--- config.mk ---
export PLATFORM = sky130hd
export DESIGN_NAME = pipeline_hazard_ctrl
export DESIGN_NICKNAME = d
export VERILOG_FILES = /design/src/rtl/pipeline_hazard_ctrl.sv
export SDC_FILE = /design/constraint.sdc
export NUM_CORES = 1
export LEC_CHECK = 0
export ABC_AREA = 1
export BUFFER_PORTS_ARGS = -buffer_cell sky130_fd_sc_hd__buf_2
export CAP_MARGIN = 10
export CORE_MARGIN = 2
export CORE_UTILIZATION = 31
export CTS_BUF_LIST = sky130_fd_sc_hd__clkbuf_4 sky130_fd_sc_hd__clkbuf_8 sky130_fd_sc_hd__clkbuf_16
export CTS_CLUSTER_SIZE = 30
export DETAILED_ROUTE_END_ITERATION = 10
export PLACE_DENSITY = 0.6
export REMOVE_ABC_BUFFERS = 1
export SLEW_MARGIN = 20
export SYNTH_ARGS = -nofsm -noshare
export SYNTH_HDL_FRONTEND = slang
export SYNTH_SLANG_ARGS = --single-unit
--- constraint.sdc ---
create_clock -name clk -period 2.47 [get_ports clk]
set_input_delay 0.1235 -clock clk [delete_from_list [all_inputs] [get_ports clk]]
set_output_delay 0.1235 -clock clk [all_outputs]
set_load 0.05 [all_outputs]
--- src/rtl/pipeline_hazard_ctrl.sv ---
// ============================================================================
// pipeline_hazard_ctrl
// ----------------------------------------------------------------------------
// Hazard and sequencing controller for a classic 5-stage in-order pipeline.
// It detects load-use hazards and taken branches, and it runs a small FSM
// with four states: FILL (post-reset warm-up), RUN, DRAIN (bubbles before a
// halt) and HALTED. The control outputs are a Mealy function of the
// registered state and the current ID/EX fields, so they take effect in the
// same cycle as the inputs. Two saturating performance counters record the
// stalls and flushes the block issues.
//
// Parameters
//   FILL_CYCLES  : rising edges spent in FILL after reset (at least 1 is used)
//   DRAIN_CYCLES : rising edges spent in DRAIN before HALTED (at least 1 is used)
//   CNT_W        : width of each performance counter
//
// Ports
//   clk, rst_n         : clock and asynchronous active-low reset
//   id_rs1, id_rs2     : source register fields of the IF/ID register
//   id_uses_rs2        : the ID instruction really reads rs2
//   ex_rd              : destination register of the ID/EX instruction
//   ex_mem_read        : the ID/EX instruction is a load
//   ex_branch, ex_zero : branch in EX, and the ALU zero flag (branch taken)
//   halt_req           : level request to stop fetching
//   pc_write           : PC load enable
//   if_id_write        : IF/ID load enable
//   if_id_flush        : replace IF/ID with a NOP
//   id_ex_flush        : clear the ID/EX control bits (insert a bubble)
//   pipe_valid         : pipeline holds valid instructions (not in FILL)
//   halted             : FSM is in HALTED
//   state              : FILL=0, RUN=1, DRAIN=2, HALTED=3
//   stall_cnt          : load-use stalls issued (saturating)
//   flush_cnt          : taken-branch flushes issued (saturating)
// ============================================================================
module pipeline_hazard_ctrl #(
    parameter int FILL_CYCLES  = 2,
    parameter int DRAIN_CYCLES = 3,
    parameter int CNT_W        = 16
) (
    input  logic             clk,
    input  logic             rst_n,
    input  logic [4:0]       id_rs1,
    input  logic [4:0]       id_rs2,
    input  logic             id_uses_rs2,
    input  logic [4:0]       ex_rd,
    input  logic             ex_mem_read,
    input  logic             ex_branch,
    input  logic             ex_zero,
    input  logic             halt_req,
    output logic             pc_write,
    output logic             if_id_write,
    output logic             if_id_flush,
    output logic             id_ex_flush,
    output logic             pipe_valid,
    output logic             halted,
    output logic [1:0]       state,
    output logic [CNT_W-1:0] stall_cnt,
    output logic [CNT_W-1:0] flush_cnt
);

    typedef enum logic [1:0] {
        S_FILL   = 2'd0,
        S_RUN    = 2'd1,
        S_DRAIN  = 2'd2,
        S_HALTED = 2'd3
    } state_t;

    // The phase counters count 0 .. N-1; the last value marks the final edge.
    localparam int FILL_W  = (FILL_CYCLES  > 1) ? $clog2(FILL_CYCLES)  : 1;
    localparam int DRAIN_W = (DRAIN_CYCLES > 1) ? $clog2(DRAIN_CYCLES) : 1;
    localparam logic [FILL_W-1:0]  FILL_LAST  =
        FILL_W'((FILL_CYCLES > 1) ? FILL_CYCLES - 1 : 0);
    localparam logic [DRAIN_W-1:0] DRAIN_LAST =
        DRAIN_W'((DRAIN_CYCLES > 1) ? DRAIN_CYCLES - 1 : 0);
    localparam logic [CNT_W-1:0]   CNT_MAX    = {CNT_W{1'b1}};

    state_t               cur_state;
    state_t               nxt_state;
    logic [FILL_W-1:0]    fill_cnt;
    logic [FILL_W-1:0]    fill_nxt;
    logic [DRAIN_W-1:0]   drain_cnt;
    logic [DRAIN_W-1:0]   drain_nxt;
    logic                 lu;
    logic                 tk;
    logic                 stall_inc;
    logic                 flush_inc;

    // x0 is hard-wired to zero, so a load targeting it never creates a hazard.
    assign lu = ex_mem_read && (ex_rd != 5'd0) &&
                ((ex_rd == id_rs1) || (id_uses_rs2 && (ex_rd == id_rs2)));
    assign tk = ex_branch && ex_zero;

    assign state      = cur_state;
    assign pipe_valid = (cur_state != S_FILL);
    assign halted     = (cur_state == S_HALTED);

    // ------------------------------------------------------------------------
    // Next state and Mealy outputs
    // ------------------------------------------------------------------------
    always_comb begin
        // NOTE: every signal written here gets a default first, so no path can
        // leave one unassigned and infer a latch.
        nxt_state   = cur_state;
        fill_nxt    = fill_cnt;
        drain_nxt   = drain_cnt;
        pc_write    = 1'b1;
        if_id_write = 1'b1;
        if_id_flush = 1'b0;
        id_ex_flush = 1'b0;
        stall_inc   = 1'b0;
        flush_inc   = 1'b0;

        unique case (cur_state)
            S_FILL: begin
                // Fetch runs freely, but nothing reaches EX until warm-up ends.
                id_ex_flush = 1'b1;
                if (fill_cnt == FILL_LAST) begin
                    nxt_state = S_RUN;
                    fill_nxt  = '0;
                end else begin
                    fill_nxt  = fill_cnt + FILL_W'(1);
                end
            end

            S_RUN: begin
                // A taken branch squashes the younger instructions anyway, so
                // it wins over a load-use stall seen in the same cycle.
                if (tk) begin
                    if_id_flush = 1'b1;
                    id_ex_flush = 1'b1;
                    flush_inc   = 1'b1;
                end else if (lu) begin
                    // The bubble clears ex_mem_read, so this lasts one cycle.
                    pc_write    = 1'b0;
                    if_id_write = 1'b0;
                    id_ex_flush = 1'b1;
                    stall_inc   = 1'b1;
                end
                if (halt_req) begin
                    nxt_state = S_DRAIN;
                    drain_nxt = '0;
                end
            end

            S_DRAIN: begin
                // Freeze fetch and feed bubbles; IF/ID keeps the instruction
                // to resume with. A branch already in EX must still redirect.
                pc_write    = 1'b0;
                if_id_write = 1'b0;
                id_ex_flush = 1'b1;
                if (tk) begin
                    pc_write    = 1'b1;
                    if_id_write = 1'b1;
                    if_id_flush = 1'b1;
                    flush_inc   = 1'b1;
                end
                if (!halt_req) begin
                    nxt_state = S_RUN;
                    drain_nxt = '0;
                end else if (drain_cnt == DRAIN_LAST) begin
                    nxt_state = S_HALTED;
                    drain_nxt = '0;
                end else begin
                    drain_nxt = drain_cnt + DRAIN_W'(1);
                end
            end

            S_HALTED: begin
                pc_write    = 1'b0;
                if_id_write = 1'b0;
                id_ex_flush = 1'b1;
                if (!halt_req) begin
                    nxt_state = S_RUN;
                end
            end

            default: begin
                nxt_state = S_FILL;
            end
        endcase
    end

    // ------------------------------------------------------------------------
    // State, phase counters and saturating performance counters
    // ------------------------------------------------------------------------
    always_ff @(posedge clk or negedge rst_n) begin
        if (!rst_n) begin
            cur_state <= S_FILL;
            fill_cnt  <= '0;
            drain_cnt <= '0;
            stall_cnt <= '0;
            flush_cnt <= '0;
        end else begin
            // NOTE: non-blocking assignments let every register here sample
            // the pre-edge values, independent of statement order.
            cur_state <= nxt_state;
            fill_cnt  <= fill_nxt;
            drain_cnt <= drain_nxt;
            if (stall_inc && (stall_cnt != CNT_MAX)) begin
                stall_cnt <= stall_cnt + CNT_W'(1);
            end
            if (flush_inc && (flush_cnt != CNT_MAX)) begin
                flush_cnt <= flush_cnt + CNT_W'(1);
            end
        end
    end

endmodule

* After elaboration in Yosys (flattened, before gate mapping)
Index checks and enable logic that the tools add are counted.
Word-level totals: register bits after elaboration 37, input port bits 22, ROM bits 0, output and inout port bits 40, bits in latches 0, memory bits (writable) 0, memories kept 0
Cells by class: muxes and demuxes 21, div/mod/pow operators 0, $add $sub $neg 4, eq/ne operators 12, shift-type cells 0, multiply operators 0, reductions and logical operators 15, magnitude comparators 0, bitwise logic cells 0
Operator list (number):
- adder 16 x 1 -> 16 bit (second input constant) | 2
- != test 16 bit (second input constant) | 2
- 2-to-1 mux 2 bit | 8
- == test 5 bit | 2
- 2-to-1 mux 1 bit | 9
- case mux 2 bit (4 select lines) | 1
- == test 2 bit (second input constant) | 3
- logical AND 1 bit | 6
- != test 2 bit (second input constant) | 3
- nonzero test 5 bit | 1
- case mux 2 bit (2 select lines) | 1
- AND reduction 4 bit | 1
- nonzero test 2 bit | 2
- != test 3 bit (second input constant) | 1
- case mux 1 bit (3 select lines) | 1
- OR reduction 3 bit | 1
- adder 2 x 1 -> 2 bit (second input constant) | 1
- == test 2 x 1 -> 1 bit (second input constant) | 1
- zero test 2 bit | 1
- case mux 1 bit (2 select lines) | 1
- AND reduction 2 bit | 1
- OR reduction 2 bit | 1
- adder 1 bit (second input constant) | 1
- logical OR 1 bit | 1

* Logic depth before layout (Yosys ltp)
depth in word-level cells 8, mapped depth 11

* Worst setup path after synthesis
Ideal clock, no wire load.
path kind register -> register, from register cur_state[0] (netlist: state[0]), to register flush_cnt[10], cell stages (with the launch flop) 10, slack -0.282 ns, arrival time 2.632 ns, path buffers 0, data required time 2.350 ns, path through dfrtp_1 -> inv_1 -> ha_1 -> inv_1 -> nor2_1 -> nand2_2 -> nor2_2 -> nand2_1 -> nand2_1 -> nand2_1
On the way: longest elaborated chain between the ends 4, elaborated cells on any way between the ends 5, classes of those cells eq/ne (2); mux (1); reduce/logical (2)
RTL lines:
- from (decl) | line 77 | state_t cur_state;
- from (signal assigned) | line 196 | cur_state <= nxt_state;
- == test 2 bit or == test 2 x 1 -> 1 bit (tied branches)
- OR reduction 2 bit (no line) (*)
- 2-to-1 mux 1 bit (*)
- net if_id_flush | line 52 | output logic if_id_flush,
- logical AND 1 bit (*) | line 202 | if (flush_inc && (flush_cnt != CNT_MAX)) begin
- to (signal assigned) | line 203 | flush_cnt <= flush_cnt + CNT_W'(1);
- to (decl) | line 58 | output logic [CNT_W-1:0] flush_cnt
The timed path passes the listed nets; every way through them passes the cells marked *. A chain may end at the register's enable or synchronous reset.

* Worst setup path in the final report
from register cur_state[0] (netlist: state[0]), to register flush_cnt[10]
On the way: longest elaborated chain between the ends 4, elaborated cells on any way between the ends 5, classes of those cells eq/ne (2); mux (1); reduce/logical (2)
RTL lines:
- == test 2 bit or == test 2 x 1 -> 1 bit (tied branches) | line 113 | unique case (cur_state)
- OR reduction 2 bit (no line) (*)
- 2-to-1 mux 1 bit (*)
- logical AND 1 bit (*) | line 202
Every way passes the cells marked *; elsewhere a longest branch is shown, timed or not.

==> summary.md <==
| Metric | Value |
|---|---|
| Startpoint types | register |
| Commonest cells after routing, fill and taps aside | nand2_1, buf_2, inv_1, dfrtp_1, nor2_1 |
| NumNets Final | 441 |
| Period utilization | 0.750 |
| Clock sink count | 37 |
| Root buffer cell | clkbuf_8 |
| Critical path arrival | 2040 ps |
| Reg clk slew, reported paths | 70 ps |
| Core Area | 7690 um^2 |
| Setup violators final | 0 |
| Number of global-route vias before repair | 2170 |
| DR WL/cell | 11.0 um |
| Chip Width | 92.9 um |
| Yosys top cell by area | dfrtp_1 |
| Number of hold violations in the final report | 0 |
| Unrepaired setup endpoints after global routing | no |
| Peak Freq | 540 MHz |
| Setup bufs post-CTS | 0 |
| HP Class | in2reg |
| Status | complete, no violations |
| Final HPWL DP | 4380 um |
| Grt total ovfl | 0 |
| Setup tns final | 0 ps |
| Lkg Pwr | 1.62 nW |
| Die Y | 92.9 um |
| CP endpoint kind | register |
| Number of synthesized register bits | 37 |
| First-pass GRT wire length | 9610 um |
| Most frequent CP cell | nand2_1 |
| Pwr Density | 776 nW/um^2 |
| Synthesized-area fraction occupied by xor and xnor cells | 0.0859 |
| Crit-path max FO | 10 |
| Largest net degree at the start of global routing | 38 |
| Tmin final | 1850 ps |
| Worst EP required | 2660 ps |
| Final core utilization | 0.385 |
| Tightest Pin Transition | 830 ps |
| Share of cells above drive strength 1 | 0.204 |
| Max Cap Viol | 0 |
| Initial antenna violation count | 0 |
| Synth top area share | 0.378 |
| Initial drt markers | 67 |
| Clk buf depth | 2 |
| CP Class | reg2reg |
| Post-Syn Instances | 345 |
| Mapped cell area | 2450 um^2 |
| CTS tree | yes |
| Dominant cells by area after synthesis | dfrtp_1, nand2_1, inv_1 |
| Peak supply drop | 0.370 mV |
| Number of distinct library cells after synthesis | 26 |
| Mapped Avg Cell Area | 7.09 um^2 |
| Antenna cells | 0 |
| Sequential fraction of the synthesis area | 0.378 |
| Starting Density | 0.318 |
| Post-synthesis adder-cell area fraction | 0.0409 |
| Post-synthesis simple-gate area fraction | 0.391 |
| Vias/cell | 4.54 |
| Clk_lat worst skew | 290 ps |
| Io pins | 62 |
| Area delta synth->final | 21.0% |
| Die area | 8620 um^2 |
| Drt drc | 0 |
| Largest family of logic cells by synthesized area | simple AND/OR/NAND/NOR gates |
| Gr usage total | 0.135 |
| Max-slew violations | 0 |
| Clock skew | 6.89 ps |
| Post-CTS Resized | 0 |
| Complex-gate fraction of the synthesized area | 0.0215 |
| GP Congestion | 0.904 |
| Commonest non-fill, non-tap cell in the layout | nand2_1 |
| Via count | 2330 |
| Drt total wl | 5640 um |
| DRT Pass-1 Iters | 4 |
| Routed Antenna Nets | 0 |
| Synth warnings | 0 |
| Relative slew slack | 0.447 |
| Max incr delay on CP | 440 ps |
| Multiplexer share of the synthesized area | 0 |
| Critical-path cell list | inv_1 > ha_1 > inv_1 > nor2_1 > nand2_2 > nor2_2 > nand2_1 > nand2_1 > nand2_1 |
| CTS Hold Bufs | 1 |
| Row Count | 32 |
| Port bufs | 61 |
| Cts bufs inserted | 5 |
| CP max-delay cell | dfrtp_1 |
| Htree depth | 2 |
cell type report:
class,count,area [um^2]
fill,853,4730
multi-input combinational,260,1320
sequential,37,926
timing repair buffer,62,315
inverter,45,169
tap,102,128
clock buffer,5,68.8
clock inverter,2,35.0
metal layers:
| metal | wire length, um | vias up | part of all wire | track usage |
|---|---|---|---|---|
| li1 | - | 1187 | - | - |
| met3 | 247 | 7 | 0.044 | 0.0269 |
| met2 | 2560 | 49 | 0.45 | 0.225 |
| met5 | 0 | - | 0 | 0 |
| met4 | 58 | 0 | 0.010 | 0.0368 |
| met1 | 2780 | 1087 | 0.49 | 0.180 |
flip-flops by register name, indices dropped and copies added, names as in the netlist:
signal and cells:
flush_cnt 16, fill_cnt 1, stall_cnt 16, drain_cnt 2
state 2
stage by stage:
step                instances  setup WS [ps]  cell area [um^2]  total power, W  hold WS [ps]
floorplan                 342           -282              2410         0.00155          -172
global placement          505            693              2850         0.00180           282
detailed placement        505            613              2850         0.00180           287
CTS                       513            592              2960         0.00233           176
global route              513            403              2960         0.00244           239
finish                    513            617              2960         0.00230           181
critical path, delay by kind of cell, from the launching register on:
kind,cells,cell delay (ps)
adder cells (fa/ha/maj),1,310
AND/OR/NAND/NOR,6,850
flip-flops,1,440
buffers and inverters,2,150
logic make-up (layout without fill, tap and decap cells):
logic type / count (synthesis) / after routing
xor gates and xnor gates: 24 / 24
DFF: 37 / 37
adders and majority gates: 8 / 8
and+or+nand+nor: 218 / 218
AOI/OAI and AO/OA: 10 / 10
buffers and inverters: 48 / 114
path summary, 6_finish.rpt:
check	to	slack (ps)	from	cells past startpoint
min in group asynchronous	stall_cnt[8]$_DFFE_PN0P_	460	rst_n	2
setup / recovery	flush_cnt[10]$_DFFE_PN0P_	620	state[0]$_DFFE_PN0P_	9
max in group asynchronous	stall_cnt[3]$_DFFE_PN0P_	1480	rst_n	2
hold reg to reg	fill_cnt$_DFFE_PN0N_	470	fill_cnt$_DFFE_PN0N_	1
setup reg to reg	flush_cnt[10]$_DFFE_PN0P_	620	state[0]$_DFFE_PN0P_	9
hold / removal	drain_cnt[0]$_DFFE_PN0P_	180	halt_req	4
where the power goes:
part,internal [W],switching (W)
Sequential,0.000698,0.000113
Clock,0.000294,0.000218
Combinational,0.000247,0.000729
Total,0.00124,0.00106
cells in the mapped netlist, drive strengths merged:
| library cell | count |
|---|---|
| nand2 | 144 |
| o21a | 1 |
| nand4 | 8 |
| buf | 3 |
| nand3 | 18 |
| ha | 8 |
| xor2 | 12 |
| nand3b | 3 |
| clkinv | 1 |
| dfrtp | 37 |
| nor2 | 35 |
| o21ai | 9 |
| nor4 | 1 |
| xnor2 | 12 |
| nor3 | 9 |
| inv | 44 |
No activity file was read; power rests on OpenSTA's default activity.
